File: config.mk
export PLATFORM = sky130hd
export DESIGN_NAME = ov7670_capture_scaler
export DESIGN_NICKNAME = d
export VERILOG_FILES = /design/src/rtl/ov7670_capture_scaler.sv
export SDC_FILE = /design/constraint.sdc
export NUM_CORES = 1
export LEC_CHECK = 0
export CORE_MARGIN = 3
export CORE_UTILIZATION = 45
export DETAILED_ROUTE_END_ITERATION = 12
export PLACE_DENSITY = 0.62
export SLEW_MARGIN = 20
export SYNTH_ARGS = -nofsm -noshare
export SYNTH_HDL_FRONTEND = slang
export SYNTH_SLANG_ARGS = --single-unit
File: constraint.sdc
create_clock -name clk -period 7.1 [get_ports clk]
set_input_delay 1.065 -clock clk [delete_from_list [all_inputs] [get_ports clk]]
set_output_delay 1.065 -clock clk [all_outputs]
set_load 0.1 [all_outputs]
File: src/rtl/ov7670_capture_scaler.sv
// rtl/ov7670_capture_scaler.sv - OV7670 byte stream to frame-buffer writes
// Decimates, converts RGB565/grayscale and checks frame geometry in the pclk domain.
module ov7670_capture_scaler #(
  parameter int IMG_WIDTH  = 320,
  parameter int IMG_HEIGHT = 240,
  parameter int DECIM      = 1,
  parameter int OUT_W      = IMG_WIDTH / DECIM,
  parameter int OUT_H      = IMG_HEIGHT / DECIM,
  parameter int ADDR_WIDTH = $clog2(OUT_W * OUT_H)
) (
  input  logic                  clk,
  input  logic                  reset,
  input  logic                  href,
  input  logic                  vsync,
  input  logic [7:0]            data,
  input  logic                  mode_gray,
  input  logic                  cont,
  input  logic                  arm,
  output logic                  we,
  output logic [ADDR_WIDTH-1:0] wAddr,
  output logic [15:0]           wData,
  output logic                  busy,
  output logic                  frame_done,
  output logic                  frame_err
);

  localparam int XW    = $clog2(IMG_WIDTH + 2) + 1;
  localparam int YW    = $clog2(IMG_HEIGHT + 2) + 1;
  localparam int LOG_D = $clog2(DECIM);
  localparam logic [XW-1:0] W_L = XW'(IMG_WIDTH);
  localparam logic [YW-1:0] H_L = YW'(IMG_HEIGHT);
  localparam logic [XW-1:0] X_M = XW'(DECIM - 1);
  localparam logic [YW-1:0] Y_M = YW'(DECIM - 1);
  localparam logic [ADDR_WIDTH-1:0] ROW_STEP = ADDR_WIDTH'(OUT_W);

  typedef enum logic [1:0] {IDLE, WAIT_VS, CAPTURE} state_t;

  state_t                state, state_n;
  logic                  href_d, href_q, vsync_d, vsync_q;
  logic [7:0]            data_d, hi_byte;
  logic                  phase;
  logic [XW-1:0]         x;
  logic [YW-1:0]         y;
  logic [ADDR_WIDTH-1:0] row_base;
  logic                  line_err, mode_q, cont_q;

  logic                  frame_start, frame_end, line_end, keep;
  logic [15:0]           pix, pix_out, ysum;
  logic [7:0]            r8, g8, b8;

  assign frame_start = vsync_q & ~vsync_d;
  assign frame_end   = ~vsync_q & vsync_d;
  assign line_end    = href_q & ~href_d;
  assign keep        = (x < W_L) && (y < H_L) && ((x & X_M) == '0) && ((y & Y_M) == '0);
  assign busy        = (state != IDLE);

  // Pixel is assembled from the stored phase-0 byte and the current phase-1 byte.
  always_comb begin
    pix  = {hi_byte, data_d};
    r8   = {pix[15:11], pix[15:13]};
    g8   = {pix[10:5], pix[10:9]};
    b8   = {pix[4:0], pix[4:2]};
    ysum = 16'd77 * {8'h00, r8} + 16'd150 * {8'h00, g8} + 16'd29 * {8'h00, b8};
    pix_out = mode_q ? {8'h00, ysum[15:8]} : pix;
  end

  always_comb begin
    state_n = state;
    case (state)
      IDLE:    if (cont || arm) state_n = WAIT_VS;
      WAIT_VS: if (frame_start) state_n = CAPTURE;
      CAPTURE: if (frame_end) state_n = cont_q ? WAIT_VS : IDLE;
      default: state_n = IDLE;
    endcase
  end

  always_ff @(posedge clk or negedge reset) begin
    if (!reset) state <= IDLE;
    else        state <= state_n;
  end

  always_ff @(posedge clk or negedge reset) begin
    if (!reset) begin
      href_d     <= 1'b0;
      href_q     <= 1'b0;
      vsync_d    <= 1'b0;
      vsync_q    <= 1'b0;
      data_d     <= '0;
      hi_byte    <= '0;
      phase      <= 1'b0;
      x          <= '0;
      y          <= '0;
      row_base   <= '0;
      line_err   <= 1'b0;
      mode_q     <= 1'b0;
      cont_q     <= 1'b0;
      we         <= 1'b0;
      wAddr      <= '0;
      wData      <= '0;
      frame_done <= 1'b0;
      frame_err  <= 1'b0;
    end else begin
      href_d     <= href;
      href_q     <= href_d;
      vsync_d    <= vsync;
      vsync_q    <= vsync_d;
      data_d     <= data;
      we         <= 1'b0;
      frame_done <= 1'b0;
      phase      <= href_d ? ~phase : 1'b0;
      if (href_d && !phase) hi_byte <= data_d;

      if (state == WAIT_VS && frame_start) begin
        mode_q    <= mode_gray;
        cont_q    <= cont;
        x         <= '0;
        y         <= '0;
        row_base  <= '0;
        line_err  <= 1'b0;
        frame_err <= 1'b0;
        phase     <= 1'b0;
      end else if (state == CAPTURE) begin
        // Frame end wins over an in-flight pixel; an open line counts as an error.
        if (frame_end) begin
          frame_done <= 1'b1;
          frame_err  <= line_err | (y != H_L) | href_d;
        end else begin
          if (href_d && phase) begin
            if (keep) begin
              we    <= 1'b1;
              wAddr <= row_base + ADDR_WIDTH'(x >> LOG_D);
              wData <= pix_out;
            end
            if (x != '1) x <= x + 1'b1;
          end
          if (line_end) begin
            line_err <= line_err | (x != W_L);
            x        <= '0;
            if (y != '1) y <= y + 1'b1;
            if ((y & Y_M) == '0) row_base <= row_base + ROW_STEP;
          end
        end
      end
    end
  end

endmodule
==> results_dict.tcl, run 1 <==
set metrics [dict create \
    gp_congestion 0.8679 \
    highest_layer "met4" \
    routed-via-count 5050 \
    grt_max_degree 61 \
    cp.arrival_ns 6.85 \
    finalSetupTns_ns 0 \
    grtUsageTotal_pct 18.73 \
    synth-edff-count 0 \
    m1WireLength_um 6793 \
    wl_per_cell_um 15.80 \
    finalWirelength_um 15360 \
    clk_pin_slew_ns 0.06 \
    cts-root-buf "clkbuf_16" \
    drt-pass1-iter-count 4 \
    cpPeakStageDelay_ns 0.54 \
    setup_viol 0 \
    fin_skew_ns 0.006621 \
    hold_class "reg -> reg" \
    crit_path_max_fanout 8 \
    syn_avg_cell_area_um2 10.09 \
    n_fill_cell 1411 \
    synth_top_area_share_pct 32.24 \
    syn_inst 708 \
    synth-async-reset-ratio_pct 100.0 \
    cts_resized 0 \
    required_ns 7.32 \
    synth_warnings 0 \
    finalCritPeriodShare_pct 93.37 \
    hpwl_um 12060 \
    status "complete, no violations" \
    boundaryPins 52 \
    antenna_found_initial 0 \
    tightest_slew_ns 1.104 \
    grt_pass1_wl_um 26680 \
    cts-hold-fix-buffers 0 \
    synth.area.top_cells "dfrtp_1, ha_1, fa_1" \
    critPathLaunchType "flop" \
    core.rowCount 45 \
    final_nets 918 \
    syn_to_final_growth_pct 14.54 \
    regArea_um2 2302 \
    ant_nets 0 \
    cts.sinks 92 \
    rsz0062_at_grt "no" \
    dieArea_um2 17420 \
    synth_fp_nets 870 \
    cts-htree-levels 3 \
    cp_cell_sequence "ha_1 > ha_1 > inv_1 > fa_1 > fa_1 > inv_1 > ha_1 > xnor2_1 > fa_1 > fa_1 > inv_1 > fa_1 > fa_1 > inv_1 > ha_1 > a21oi_1 > o21ai_0 > a41oi_2 > a21oi_1 > o211ai_1 > mux2i_1 > a211o_1" \
    yosys.cell_types.count 54 \
    cts_buffers 9 \
    grt-ovfl-total 0 \
    wl_met3_um 373 \
    drive_gt1_share_pct 5.256 \
    report.final.slew_viol_count 0 \
    multi_input_area_um2 4365 \
    cts_tree "built" \
    slowest_stage "fa_1" \
    relSlewSlack_pct 26.43 \
    via_per_inst 5.195 \
    io_buffers 51 \
    drt_iter0_markers 174 \
    die_h_um 132.0 \
    fin_crit_ns 6.629 \
    drc 0 \
    worstSetupEndpointType "flop" \
    yosysTopAreaCell "dfrtp_1" \
    num_antenna_cells 0 \
    cts_setup_buffers 0 \
    start_util_pct 46.46 \
    hold_viol_final 0 \
    crit_path_frequent_cell "fa_1" \
    syn_area_um2 7141 \
    timing.fmax_mhz 150.9 \
    maxCapViolations 0 \
    dr_wl_met2_um 7839 \
    core_area_um2 15370 \
    crit_type "reg -> reg" \
    die_x_um 132.0 \
    synth_seq_area_share_pct 32.24 \
    synthFlopType "dfrtp_1" \
    clk_latency_ns 0.34 \
    grt_pass1_vias 5560 \
    cts.path.max_buffers 2 \
    synth_seq_cells 92 \
]
-- state kept, by name, indices dropped and copies added (netlist names) --
name,flops
vsync_q,1
wData,16
wAddr,17
data_d,8
cont_q,1
we,1
frame_done,1
href_d,1
row_base,11
y,9
x,10
mode_q,1
vsync_d,1
line_err,1
hi_byte,8
state,2
frame_err,1
href_q,1
phase,1
-- layout by cell type (no fill, tap or decap), types with 4 or more instances in the layout --
cell             count
inv_1              102
or2_2                5
o21ai_0             46
clkdlybuf4s50_1     50
dfrtp_1             92
nor3b_1              7
and3_1               5
nor2_1              33
xnor2_1             24
nand3_1             11
buf_4                4
mux2i_1              6
o21a_1               4
nor2b_1              6
o31ai_1              9
or3_1                7
nand3b_1             5
nand2_1             72
fa_1                54
clkbuf_16            9
a21oi_1             30
ha_1                93
nor3_1               5
xor2_1              15
nand4_1              8
a21o_1               8
o21bai_1             5
-- synth_stat cells (all sizes together) (2+ instances only) --
library cell / count
inv: 102
nor2: 34
nor3: 5
mux2: 3
mux2i: 6
nand3: 11
or2: 7
nor3b: 7
nand4: 8
or4b: 2
clkbuf: 11
a211o: 3
xnor2: 24
o21a: 4
buf: 6
dfrtp: 92
a21oi: 31
nand2: 72
a41oi: 2
o21ai: 49
a21o: 8
ha: 93
fa: 54
nand3b: 5
nand2b: 4
o21bai: 5
nor4: 3
a31oi: 3
or3: 8
o31ai: 10
nor2b: 6
and3: 5
xor2: 15
-- path summary, 6_finish.rpt --
path | startpoint | to | depth (start not counted) | slack (ns)
setup reg to reg | hi_byte[1]$_DFFE_PN0P_ | wData[7]$_DFFE_PN0P_ | 22 | 0.47
hold / removal | vsync_d$_DFF_PN0_ | vsync_q$_DFF_PN0_ | 0 | 0.43
setup / recovery | hi_byte[1]$_DFFE_PN0P_ | wData[7]$_DFFE_PN0P_ | 22 | 0.47
min in group asynchronous | reset | y[0]$_DFFE_PN0P_ | 1 | 0.69
hold reg to reg | vsync_d$_DFF_PN0_ | vsync_q$_DFF_PN0_ | 0 | 0.43
max in group asynchronous | reset | wData[11]$_DFFE_PN0P_ | 2 | 5.33
-- metrics by stage --
step / cell area, µm² / hold WS [ns] / util, % / setup WS [ns] / instances
floorplan: 7141 / 0.3886 / - / 0.8502 / 708
global placement: 7845 / 0.4058 / 51.04 / 0.5444 / 956
detailed placement: 7845 / 0.4195 / 51.04 / 0.4645 / 956
CTS: 8179 / 0.4328 / 53.21 / 0.4433 / 972
global route: 8179 / 0.4507 / 53.21 / 0.03114 / 972
finish: 8179 / 0.4324 / 53.21 / 0.4710 / 972
-- per-layer routing --
metal	vias to the layer above	GRT usage, %
li1	2453	-
met1	2491	23.37
met2	75	33.07
met3	31	3.015
met4	0	6.359
met5	-	0
-- area by class of cell --
type	instances	share of cell area, %
multi-input cells	497	53.37
flip-flops and latches	92	28.15
repair buffers	54	6.486
inverters	102	4.681
well taps	211	3.228
clock buffers	12	2.891
clock inverters	4	1.193
-- worst max-delay path, delay by kind of cell, from the launching register on --
kind | cells | cell delay (ns)
fa+ha+maj | 10 | 4.26
compound gates | 6 | 1.26
flops | 1 | 0.52
xor+xnor | 1 | 0.20
buf+inv | 4 | 0.18
mux | 1 | 0.10
-- logic make-up after synthesis --
family                     Yosys count  share of synthesized area (%)
and+or+nand+nor                    180                          12.60
adders and majority gates          147                          31.44
muxes                                9                          1.314
buffers and inverters              119                          6.624
DFF                                 92                          32.24
AOI/OAI and AO/OA                  122                          11.00
xor gates and xnor gates            39                          4.784
Power of run 1 is left out: the tool's default activity adds up to more than one toggle a clock period on the data nets, which glitch-free logic cannot reach.
==> run 2: changes to the inputs <==
==> constraint.sdc (replaced) <==
create_clock -name clk -period 6.7 [get_ports clk]
set_input_delay 1.34 -clock clk [delete_from_list [all_inputs] [get_ports clk]]
set_output_delay 1.34 -clock clk [all_outputs]
set_load 0.1 [all_outputs]
==> results_dict.tcl, run 2 (synthesis results as in run 1) <==
set metrics [dict create \
    status "complete, no violations" \
    start_util_pct 46.46 \
    largest_reg_flops 17 \
    hpwl_um 11970 \
    hold_class "reg -> reg" \
    grt_max_degree 60 \
    cts-root-buf "clkbuf_16" \
    layout_setup_ws_ns 0.3817 \
    relSlewSlack_pct 31.16 \
    grt_pass1_vias 5388 \
    largestRegisters "wAddr: 17 flops, wData: 16 flops, row_base: 11 flops" \
    clk_latency_ns 0.34 \
    drt-pass1-iter-count 4 \
    crit_path_max_fanout 4 \
    antenna_found_initial 0 \
    finalCritPeriodShare_pct 94.30 \
    critPathTopFamily "adder cells" \
    num_antenna_cells 0 \
    layout.cells.most_common "inv_1" \
    tightest_slew_ns 1.033 \
    report.final.slew_viol_count 0 \
    boundaryPins 52 \
    layout_common_cells "inv_1, ha_1, dfrtp_1, nand2_1, fa_1" \
    cts-htree-levels 3 \
    rsz0062_at_grt "no" \
    worstSetupEndpointType "flop" \
    crit_path_frequent_cell "fa_1" \
    setup_viol 0 \
    cts-hold-fix-buffers 0 \
    die_x_um 132.0 \
    cpPeakStageDelay_ns 0.56 \
    fin_util_pct 53.69 \
    maxCapViolations 0 \
    core.rowCount 45 \
    die_h_um 132.0 \
    cts.path.max_buffers 2 \
    wl_per_cell_um 15.73 \
    slowest_stage "fa_1" \
    grt_pass1_wl_um 26080 \
    ant_nets 0 \
    cp_cell_sequence "ha_1 > ha_1 > inv_1 > fa_1 > fa_1 > inv_1 > ha_4 > xnor2_2 > fa_1 > fa_1 > inv_1 > fa_1 > fa_1 > inv_1 > ha_4 > nand2_1 > o21ai_0 > a41oi_2 > o21bai_2 > a31oi_1 > or4b_1 > nand3_1" \
    cts.sinks 92 \
    timing.fmax_mhz 158.3 \
    critPathLaunchType "flop" \
    drc 0 \
    finalSetupTns_ns 0 \
    cp.arrival_ns 6.59 \
    final_nets 925 \
    dp_slack_ns 0.1309 \
    regMostFlops "wAddr" \
    clk_pin_slew_ns 0.07 \
    hold_viol_final 0 \
    core_area_um2 15370 \
    grtUsageTotal_pct 18.32 \
    required_ns 6.97 \
    drt_iter0_markers 158 \
    grt-ovfl-total 0 \
    syn_to_final_growth_pct 15.58 \
    routed-via-count 5061 \
    via_per_inst 5.170 \
    drive_gt1_share_pct 7.682 \
    cts_tree "built" \
    crit_type "reg -> reg" \
    gp_congestion 0.8371 \
    dieArea_um2 17420 \
    fin_crit_ns 6.318 \
    finalWirelength_um 15400 \
    io_buffers 51 \
    path_buf_inv 4 \
    fin_skew_ns 0.008679 \
    cts_buffers 9 \
]
run 2: cell count changes in the layout (fill, tap and decap cells not counted), moves of 2 or more:
cell | before | now
bufinv_16 | 3 | 0
clkbuf_8 | 0 | 3
buf_4 | 4 | 11
clkbuf_1 | 3 | 1
a21oi_1 | 30 | 28
dfrtp_1 | 92 | 90
ha_4 | 0 | 3
dfrtp_2 | 0 | 2
ha_1 | 93 | 90
a21oi_2 | 1 | 3
run 2: worst paths after layout:
path / slack [ns] / endpoint / cells after the start / from
setup / recovery: 0.38 / wData[4]$_DFFE_PN0P_ / 22 / data_d[7]$_DFF_PN0_
hold / removal: 0.43 / vsync_q$_DFF_PN0_ / 0 / vsync_d$_DFF_PN0_
setup reg to reg: 0.38 / wData[4]$_DFFE_PN0P_ / 22 / data_d[7]$_DFF_PN0_
hold reg to reg: 0.43 / vsync_q$_DFF_PN0_ / 0 / vsync_d$_DFF_PN0_
max in group asynchronous: 4.66 / vsync_d$_DFF_PN0_ / 2 / reset
min in group asynchronous: 0.98 / y[0]$_DFFE_PN0P_ / 1 / reset
run 2: metal layers:
layer	vias up	wire length, µm	GRT usage (%)
met5	-	0	0
met2	56	7975	33.21
met3	20	392	2.519
met1	2512	6760	22.74
met4	0	270	5.426
li1	2473	-	-
run 2: cell type report:
class / instances / area, µm²
sequential: 92 / 2305
inverter: 102 / 382.9
clock inverter: 3 / 20.02
multi-input combinational: 497 / 4428
fill: 1375 / 7118
timing repair buffer: 61 / 583.1
clock buffer: 13 / 270.3
tap: 211 / 264.0
run 2: what timing repair did:
item                                    4_1_cts  5_1_grt
endpoints found under the setup margin        0        6
buffers inserted                              0        4
hold endpoints to repair                      0        0
resized for setup                             0       11
run 2: metrics by stage:
step	std cells	hold WS (ns)	cell area, µm²
final	979	0.4265	8253
after global routing	979	0.4382	8253
after CTS	975	0.4265	8158
after detailed placement	959	0.4131	7868
after global placement	959	0.4050	7868
after floorplan	708	0.3886	7141
Power of run 2 is left out for the same reason.
